$ cat src/rtl/switch_driver_pkg.sv
// switch_driver_pkg: shared constants for the DIP-switch driver.
//   DEBOUNCE_CYCLES_DEF : default number of equal synchronized samples before commit
//   SW_VALUE / SW_CTRL  : register word offsets selected by Addr
//   PENDING / IEN       : bit positions in the control/status word
//   SW_RESET            : reset value of every switch-side register (all pins released)
package switch_driver_pkg;
    localparam int DEBOUNCE_CYCLES_DEF = 20000;
    localparam logic SW_VALUE = 1'b0;
    localparam logic SW_CTRL = 1'b1;
    localparam int PENDING = 0;
    localparam int IEN = 1;
    typedef logic [31:0] sw_word_t;
    localparam sw_word_t SW_RESET = 32'hFFFF_FFFF;
endpackage

$ cat src/rtl/switch_debouncer.sv
// switch_debouncer: 2-flop synchronizer plus whole-word debounce counter.
//   clk            : system clock
//   reset          : asynchronous active-low reset
//   raw            : raw active-low switch pins, asynchronous to clk
//   stable         : last committed (debounced) pin word
//   commit_changed : high in the cycle a commit will change stable
module switch_debouncer
    import switch_driver_pkg::*;
#(
    parameter int DEBOUNCE_CYCLES = DEBOUNCE_CYCLES_DEF
) (
    input  logic     clk,
    input  logic     reset,
    input  sw_word_t raw,
    output sw_word_t stable,
    output logic     commit_changed
);
    localparam logic [15:0] CNT_MAX = 16'(DEBOUNCE_CYCLES - 1);

    sw_word_t    s1, s2, cand;
    logic [15:0] cnt;
    logic        same, at_max;

    assign same = s2 == cand;
    assign at_max = cnt == CNT_MAX;
    // A commit repeats every cycle while saturated; only a value change counts as an event.
    assign commit_changed = same && at_max && cand != stable;

    always_ff @(posedge clk or negedge reset) begin
        if (!reset) begin
            s1 <= SW_RESET;
            s2 <= SW_RESET;
            cand <= SW_RESET;
            stable <= SW_RESET;
            cnt <= '0;
        end else begin
            s1 <= raw;
            s2 <= s1;
            if (!same) begin
                cand <= s2;
                cnt <= '0;
            end else if (at_max) begin
                stable <= cand;
            end else begin
                cnt <= cnt + 16'd1;
            end
        end
    end
endmodule

$ cat src/rtl/switch_driver.sv
// switch_driver: debounced DIP-switch register block with change interrupt.
//   clk        : system clock
//   reset      : asynchronous active-low reset
//   switch_pin : raw active-low switch pins
//   WE/Addr/Din: bridge write strobe, word select, write data
//   Dout       : read data (Addr=0 switch value, Addr=1 {ien, pending})
//   irq        : level interrupt, pending & ien
module switch_driver
    import switch_driver_pkg::*;
#(
    parameter int DEBOUNCE_CYCLES = DEBOUNCE_CYCLES_DEF
) (
    input  logic     clk,
    input  logic     reset,
    input  sw_word_t switch_pin,
    input  logic     WE,
    input  logic     Addr,
    input  sw_word_t Din,
    output sw_word_t Dout,
    output logic     irq
);
    sw_word_t stable;
    logic     commit_changed, pending, ien, wr_ctrl, unused_din;

    switch_debouncer #(.DEBOUNCE_CYCLES(DEBOUNCE_CYCLES)) u_deb (
        .clk(clk),
        .reset(reset),
        .raw(switch_pin),
        .stable(stable),
        .commit_changed(commit_changed)
    );

    assign wr_ctrl = WE && Addr == SW_CTRL;
    assign unused_din = ^Din[31:2];

    always_ff @(posedge clk or negedge reset) begin
        if (!reset) begin
            pending <= 1'b0;
            ien <= 1'b0;
        end else begin
            if (wr_ctrl)
                ien <= Din[IEN];
            // Set beats write-1-to-clear so no change event is lost.
            if (commit_changed)
                pending <= 1'b1;
            else if (wr_ctrl && Din[PENDING])
                pending <= 1'b0;
        end
    end

    assign Dout = Addr == SW_CTRL ? {30'b0, ien, pending} : ~stable;
    assign irq = pending & ien;
endmodule

$ cat config.mk
export PLATFORM = sky130hd
export DESIGN_NAME = switch_driver
export DESIGN_NICKNAME = d
export VERILOG_FILES = /design/src/rtl/switch_driver_pkg.sv /design/src/rtl/switch_debouncer.sv /design/src/rtl/switch_driver.sv
export SDC_FILE = /design/constraint.sdc
export NUM_CORES = 1
export LEC_CHECK = 0
export ABC_AREA = 1
export CAP_MARGIN = 0
export CELL_PAD_IN_SITES_DETAIL_PLACEMENT = 1
export CELL_PAD_IN_SITES_GLOBAL_PLACEMENT = 1
export CORE_ASPECT_RATIO = 0.5
export CORE_MARGIN = 4
export CORE_UTILIZATION = 37
export DETAILED_ROUTE_END_ITERATION = 6
export PLACE_DENSITY_LB_ADDON = 0.08
export SYNTH_ARGS = -nofsm -noshare
export SYNTH_HDL_FRONTEND = slang
export SYNTH_HIERARCHICAL = 1
export SYNTH_SLANG_ARGS = --single-unit
$ cat constraint.sdc
create_clock -name clk -period 1.6 [get_ports clk]
set_input_delay 0.32 -clock clk [delete_from_list [all_inputs] [get_ports clk]]
set_output_delay 0.32 -clock clk [all_outputs]
set_load 0.005 [all_outputs]
==> results of run 1 <==
[state kept, by name, summed over array words and instances, names as in the netlist]
name	cells
u_deb/s1	32
u_deb/cand	32
u_deb/stable	32
pending	1
u_deb/cnt	16
u_deb/s2	32
ien	1
[critical path: stages, from the launching register on]
cell and delay [ns]:
dfstp_2 0.59, xnor2_4 0.16, nand2_1 0.11, nor2_1 0.11, nand2_1 0.10, nor2_4 0.21
nand3_4 0.13, buf_12 0.17, nand2_1 0.08, nand2_1 0.06
[per-layer routing]
| metal | share of wire, % | wire length, um | up-vias |
|---|---|---|---|
| met2 | 48 | 8140 | 51 |
| met5 | 0 | 0 | - |
| met4 | 1.0 | 178 | 0 |
| li1 | - | - | 2358 |
| met3 | 2.5 | 424 | 14 |
| met1 | 48 | 8220 | 2463 |
[power groups by stage]
stage                     logic [mW]  registers (mW)  clock network (mW)
after floorplan                0.255            4.06                   0
after global placement         0.641            4.07                   0
after detailed placement       0.654            4.08                   0
after CTS                      0.654            4.03                4.55
after global routing           0.732            4.05                4.75
final                          0.657            4.03                4.44
[final timing paths]
| check | end | slack, ns | depth (start not counted) |
|---|---|---|---|
| hold / removal | u_deb/s1[16] | 0.30 | 1 |
| hold reg to reg | u_deb/s2[22] | 0.35 | 0 |
| setup reg to reg | u_deb/stable[10] | -0.22 | 9 |
| setup / recovery | u_deb/stable[10] | -0.22 | 9 |
| min in group asynchronous | u_deb/s2[22] | 0.56 | 2 |
| max in group asynchronous | u_deb/stable[15] | 0.68 | 3 |
[final cells by class]
cell class / count / area [um^2] / share of cell area (%)
sequential: 146 / 3810 / 42.7
clock inverter: 10 / 178 / 1.99
multi-input combinational: 417 / 2310 / 25.9
inverter: 58 / 218 / 2.44
clock buffer: 21 / 482 / 5.40
tap: 227 / 284 / 3.18
timing repair buffer: 180 / 1640 / 18.4
[synth_stat cells (all sizes together) (6+ instances only)]
| cell | count |
|---|---|
| nand2 | 180 |
| dfstp | 128 |
| nor2 | 91 |
| inv | 55 |
| xnor2 | 46 |
| nand4 | 43 |
| clkbuf | 32 |
| dfrtp | 18 |
| buf | 16 |
| xor2 | 16 |
| nand3 | 15 |
| nor3 | 12 |
| o21ai | 6 |
[repair_timing]
action	CTS	global route
pin swaps	21	17
hold buffers	1	0
setup endpoints to repair	82	73
buffers inserted	33	2
hold endpoints to repair	21	0
resized for setup	79	67
cloned	1	1
[per-stage QoR]
step	hold WS (ns)	util [%]
global route	0.285	53.6
detailed placement	0.347	46.6
global placement	0.346	46.6
floorplan	0.0244	-
finish	0.301	53.6
CTS	0.286	52.6
[cells by family (layout without fill, tap and decap cells)]
| group | Yosys count | after routing | share of synthesized area [%] |
|---|---|---|---|
| AO/OA/AOI/OAI | 10 | 10 | 0.804 |
| XOR/XNOR | 62 | 62 | 8.51 |
| adder cells (fa/ha/maj) | 1 | 1 | 0.196 |
| buffers and inverters | 106 | 269 | 7.24 |
| flip-flops | 146 | 146 | 59.8 |
| AND/OR/NAND/NOR | 344 | 344 | 23.5 |
==> metrics.cfg, run 1 <==
[synth]
yosysWarnings=6
synth_ff_type=dfstp_2
avgSynthCellArea_um2=9.53
synth.distinct_cells=26
ys_top_cells_by_area=dfstp_2 (53%), nand2_1 (10%), dfrtp_1 (7.1%), xnor2_1 (6.3%), nor2_1 (5.1%)
synth_area_um2=6380
synth_fp_nets=738
yosysTopAreaCell=dfstp_2
async_reset_ff_share_pct=100
yosysTopAreaCellShare_pct=52.7
syn_inst=669
yosysSeqAreaShare_pct=59.8
synth_edf_count=0
ys_ff_latch=146

[global_routing]
grt_pass1_vias=5449
grt_util_met2_pct=30.8
grt.busiest_layer=met2
use_met3_pct=3.74
antenna_found_initial=0
grt_max_degree=43
gr-total-overflow=0
grtUsageMet1_pct=24.7
grt_pass1_wl_um=28300
grt_usage_pct=18.5

[routing]
totalWireLength_um=17000
drc=0
drtPass1Iterations=6
wire_per_inst_um=16.0
dr_total_vias=4886
drt-initial-drc-count=165
vias_per_cell=4.61
ant_nets=0

[cells_and_area]
fillerInstances=1885
final_cell_mix=nand2_1 (148), dfstp_2 (128), buf_4 (91)
final_area_um2=8920
layout-drive-gt1-share_pct=41.3
final_common_cell=nand2_1
syn2layout_area_growth_pct=39.9
fin_nets=889
num_antenna_cells=0
final_cells=1059

[setup_path]
crit_path_end_kind=register
worstSetupStartpoint=u_deb/cand[24]
crit_arrival_ns=2.16
critPathLaunchType=register
cp.required_ns=1.95
rr_startpoint=u_deb/cand[24]
criticalPathCategory=reg -> reg
cp_max_fo=18

[power_and_ir_drop]
p_leak_nw=3.93
switchingPower_mw=1.94
power_density_nw_per_um2=1020
p_clk_share_pct=48.7
peakVddDrop_uv=751
comb_power_share_pct=7.2
switching_share_pct=21.3
total_power_mw=9.13
intPower_mw=7.19
seqPwrFrac_pct=44.1

[placed_design]
place_congestion=0.785
place_area_um2=7750
portBuffers=70
place_inst=990
hpwl_um=11400
pre_cts_ws_ns=-0.459

[timing]
setup_viol=49
period_minus_slack_ns=1.82
relSlewSlack_pct=80.1
worstMarginPinSlew_ns=0.296
slew_viol_final=0
final.setup.tns_ns=-7.63
rsz0062_at_grt=yes
fin_crit_sh_pct=114
worst_slack_ns=-0.216
fin_skew_ns=0.0103
timing.final.hold_violations=0
fmaxAchievable_ghz=0.551

[floorplan]
die_w_um=194
die_area_um2=19500
start_util_pct=38.3
die_h_um=101
num_rows=33
io_pins=101
core_area_um2=16600

[clocking]
cts_root_buffer=clkbuf_16
cts_sinks=146
htreeDepth=4
path_clk_slew_ns=0.06
clockBufferDepth=2
cts_tree=done
clk_latency_ns=0.42
numCtsBuffers=17

[run_status]
violations=negative setup slack
status=complete, but fails checks

[flow_run]
drv_cap=0

[worst_hold_path]
min-delay-start=switch_pin[16]
hold_class=in -> reg

Note: power is estimated with default switching activity, not from simulation.
==> run 2, diff against run 1 <==
--- a/config.mk
+++ b/config.mk
@@ -14,6 +14,8 @@
 export CORE_UTILIZATION = 37
 export DETAILED_ROUTE_END_ITERATION = 6
 export PLACE_DENSITY_LB_ADDON = 0.08
+export SKIP_CTS_REPAIR_TIMING = 1
+export SLEW_MARGIN = 20
 export SYNTH_ARGS = -nofsm -noshare
 export SYNTH_HDL_FRONTEND = slang
 export SYNTH_HIERARCHICAL = 1
==> run 2 against run 1 <==
The flow finishes with violations (negative hold slack, negative setup slack); final area fell by 1.1%; global-route usage fell by 1.0 points; clock power barely moved; hold slack got worse by 0.30 ns; first-iteration DRC count fell by 7.3%; cell count fell by 1.4%; clock-buffer cell count did not move; largest cell class unchanged; largest power group unchanged; highest routed layer unchanged.
==> metrics.cfg, run 2 (same netlist as run 1, synthesis figures left out) <==
[floorplan]
io_pins=101  ; unchanged
num_rows=33  ; unchanged
core_area_um2=16600  ; unchanged
start_util_pct=38.3  ; unchanged
die_w_um=194  ; unchanged
die_h_um=101  ; unchanged
die_area_um2=19500  ; unchanged

[timing]
fmaxAchievable_ghz=0.549  ; -0.24%
period_minus_slack_ns=1.82  ; +0.00443 ns
timing.hold.ws_ns=-0.000388  ; -0.301 ns
worst_slack_ns=-0.221  ; -0.00443 ns
relSlewSlack_pct=80.1  ; about the same
fin_skew_ns=0.00908  ; -0.00122 ns
slew_viol_final=0  ; unchanged
rsz0062_at_grt=yes
timing.final.hold_violations=1  ; +1
fin_crit_sh_pct=114  ; +0.28 points
setup_viol=49  ; unchanged
worstMarginPinSlew_ns=0.296  ; -0.000265 ns

[setup_path]
criticalPathCategory=reg -> reg
crit_path_end_kind=register
critPathLaunchType=register
cp_max_fo=6  ; -12
crit_arrival_ns=2.18  ; +0.02 ns
crit_path_top_delay_cell=dfstp_2
max_stage_delay_ns=0.58  ; about the same
worst-path-buf-inv=2  ; +1
path_cells=xnor2_4 > nand2_1 > nor2_1 > nand2_1 > nor2_4 > buf_12 > clkbuf_16 > nand4_1 > nand2_1
crit_path_frequent_cell=nand2_1
cp.required_ns=1.96  ; about the same
cpLargestDelayFamily=simple AND/OR/NAND/NOR gates

[global_routing]
grt_usage_pct=17.5  ; -1.0 points
antenna_found_initial=0  ; unchanged
grt_max_degree=43  ; unchanged
grt_pass1_vias=5177  ; -5.0%
gr-total-overflow=0  ; unchanged
grt_pass1_wl_um=26800  ; -5.4%

[clocking]
cts_root_buffer=clkbuf_16
htreeDepth=4  ; unchanged
cts_tree=done
cts_sinks=146  ; unchanged
clk_latency_ns=0.42  ; about the same
clockBufferDepth=2  ; unchanged
numCtsBuffers=17  ; unchanged
path_clk_slew_ns=0.06  ; about the same

[power_and_ir_drop]
peakVddDrop_uv=739  ; -1.6%
power_density_nw_per_um2=1030  ; +0.98%
p_leak_nw=4.13  ; +5.1%
total_power_mw=9.12  ; -0.11%

[cells_and_area]
final_cell_mix=nand2_1 (161), dfstp_2 (128), buf_4 (79)
final_common_cell=nand2_1
layout-drive-gt1-share_pct=37.8  ; -3.5 points
syn2layout_area_growth_pct=38.4
fin_nets=874  ; -1.7%
num_antenna_cells=0  ; unchanged
final_cells=1044  ; -1.4%
fillerInstances=1852  ; -1.8%

[routing]
drc=0  ; unchanged
drtPass1Iterations=4  ; -2
vias_per_cell=4.57  ; -0.85%
dr_total_vias=4776  ; -2.3%
drt-initial-drc-count=153  ; -7.3%
ant_nets=0  ; unchanged
totalWireLength_um=16700  ; -1.6%
wire_per_inst_um=16.0  ; -0.16%

[run_status]
violations=negative hold slack, negative setup slack
status=complete, but fails checks

[placed_design]
portBuffers=70  ; unchanged
hpwl_um=11400  ; unchanged
place_inst=990  ; unchanged
place_congestion=0.785  ; unchanged

[flow_run]
drv_cap=0  ; unchanged

[worst_hold_path]
hold_class=in -> async

run 2: cell types whose count changed in the layout (fill, tap and decap cells not counted), moves of 11 or more:
cell / previous run / this run
buf_4: 91 / 79
clkdlybuf4s15_1: 22 / 0
dlymetal6s2s_1: 0 / 30
nand2_1: 148 / 161
nand2_2: 29 / 18
run 2: final timing paths:
kind                                 from                to  slack (ns)  depth (start not counted)
max reg2reg                  u_deb/s2[24]   u_deb/stable[3]       -0.22                          9
min in group clk           switch_pin[27]      u_deb/s1[27]        0.31                          1
min                                 reset      u_deb/s2[22]     -0.0004                          1
max in group asynchronous           reset  u_deb/stable[15]        1.24                          2
min reg2reg                  u_deb/s1[22]      u_deb/s2[22]        0.35                          0
max                          u_deb/s2[24]   u_deb/stable[3]       -0.22                          9
run 2: per-layer routing:
layer / share of wire [%] / GRT usage, %
met5: 0 / 0
met1: 49 / 24.0
met3: 3.9 / 3.94
met4: 0.35 / 5.00
met2: 47 / 28.3
run 2: power breakdown:
part           total [mW]  switching (mW)  leakage (nW)  internal (mW)
clock                4.43            1.50         0.324           2.92
sequential           4.03           0.103          1.59           3.93
combinational       0.661           0.312          2.22          0.349
total                9.12            1.92          4.13           7.20
run 2: final cells by class:
class	instances	area, um^2	share of cell area, %
Clock buffer	21	482	5.46
Clock inverter	10	178	2.01
Inverter	58	218	2.47
Multi-Input combinational cell	417	2240	25.4
Sequential cell	146	3810	43.2
Tap cell	227	284	3.22
Timing Repair Buffer	165	1610	18.3
run 2: per-stage QoR:
step                      util (%)  cell area [um^2]  setup slack, ns  TNS (ns)
final                         53.0              8830           -0.221     -8.31
after global routing          53.0              8830           -0.319    -12.79
after CTS                     50.5              8410           -0.470    -26.04
after detailed placement      46.6              7750           -0.459    -24.93
after global placement        46.6              7750           -0.417    -22.13
after floorplan                  -              6380           0.0788         0
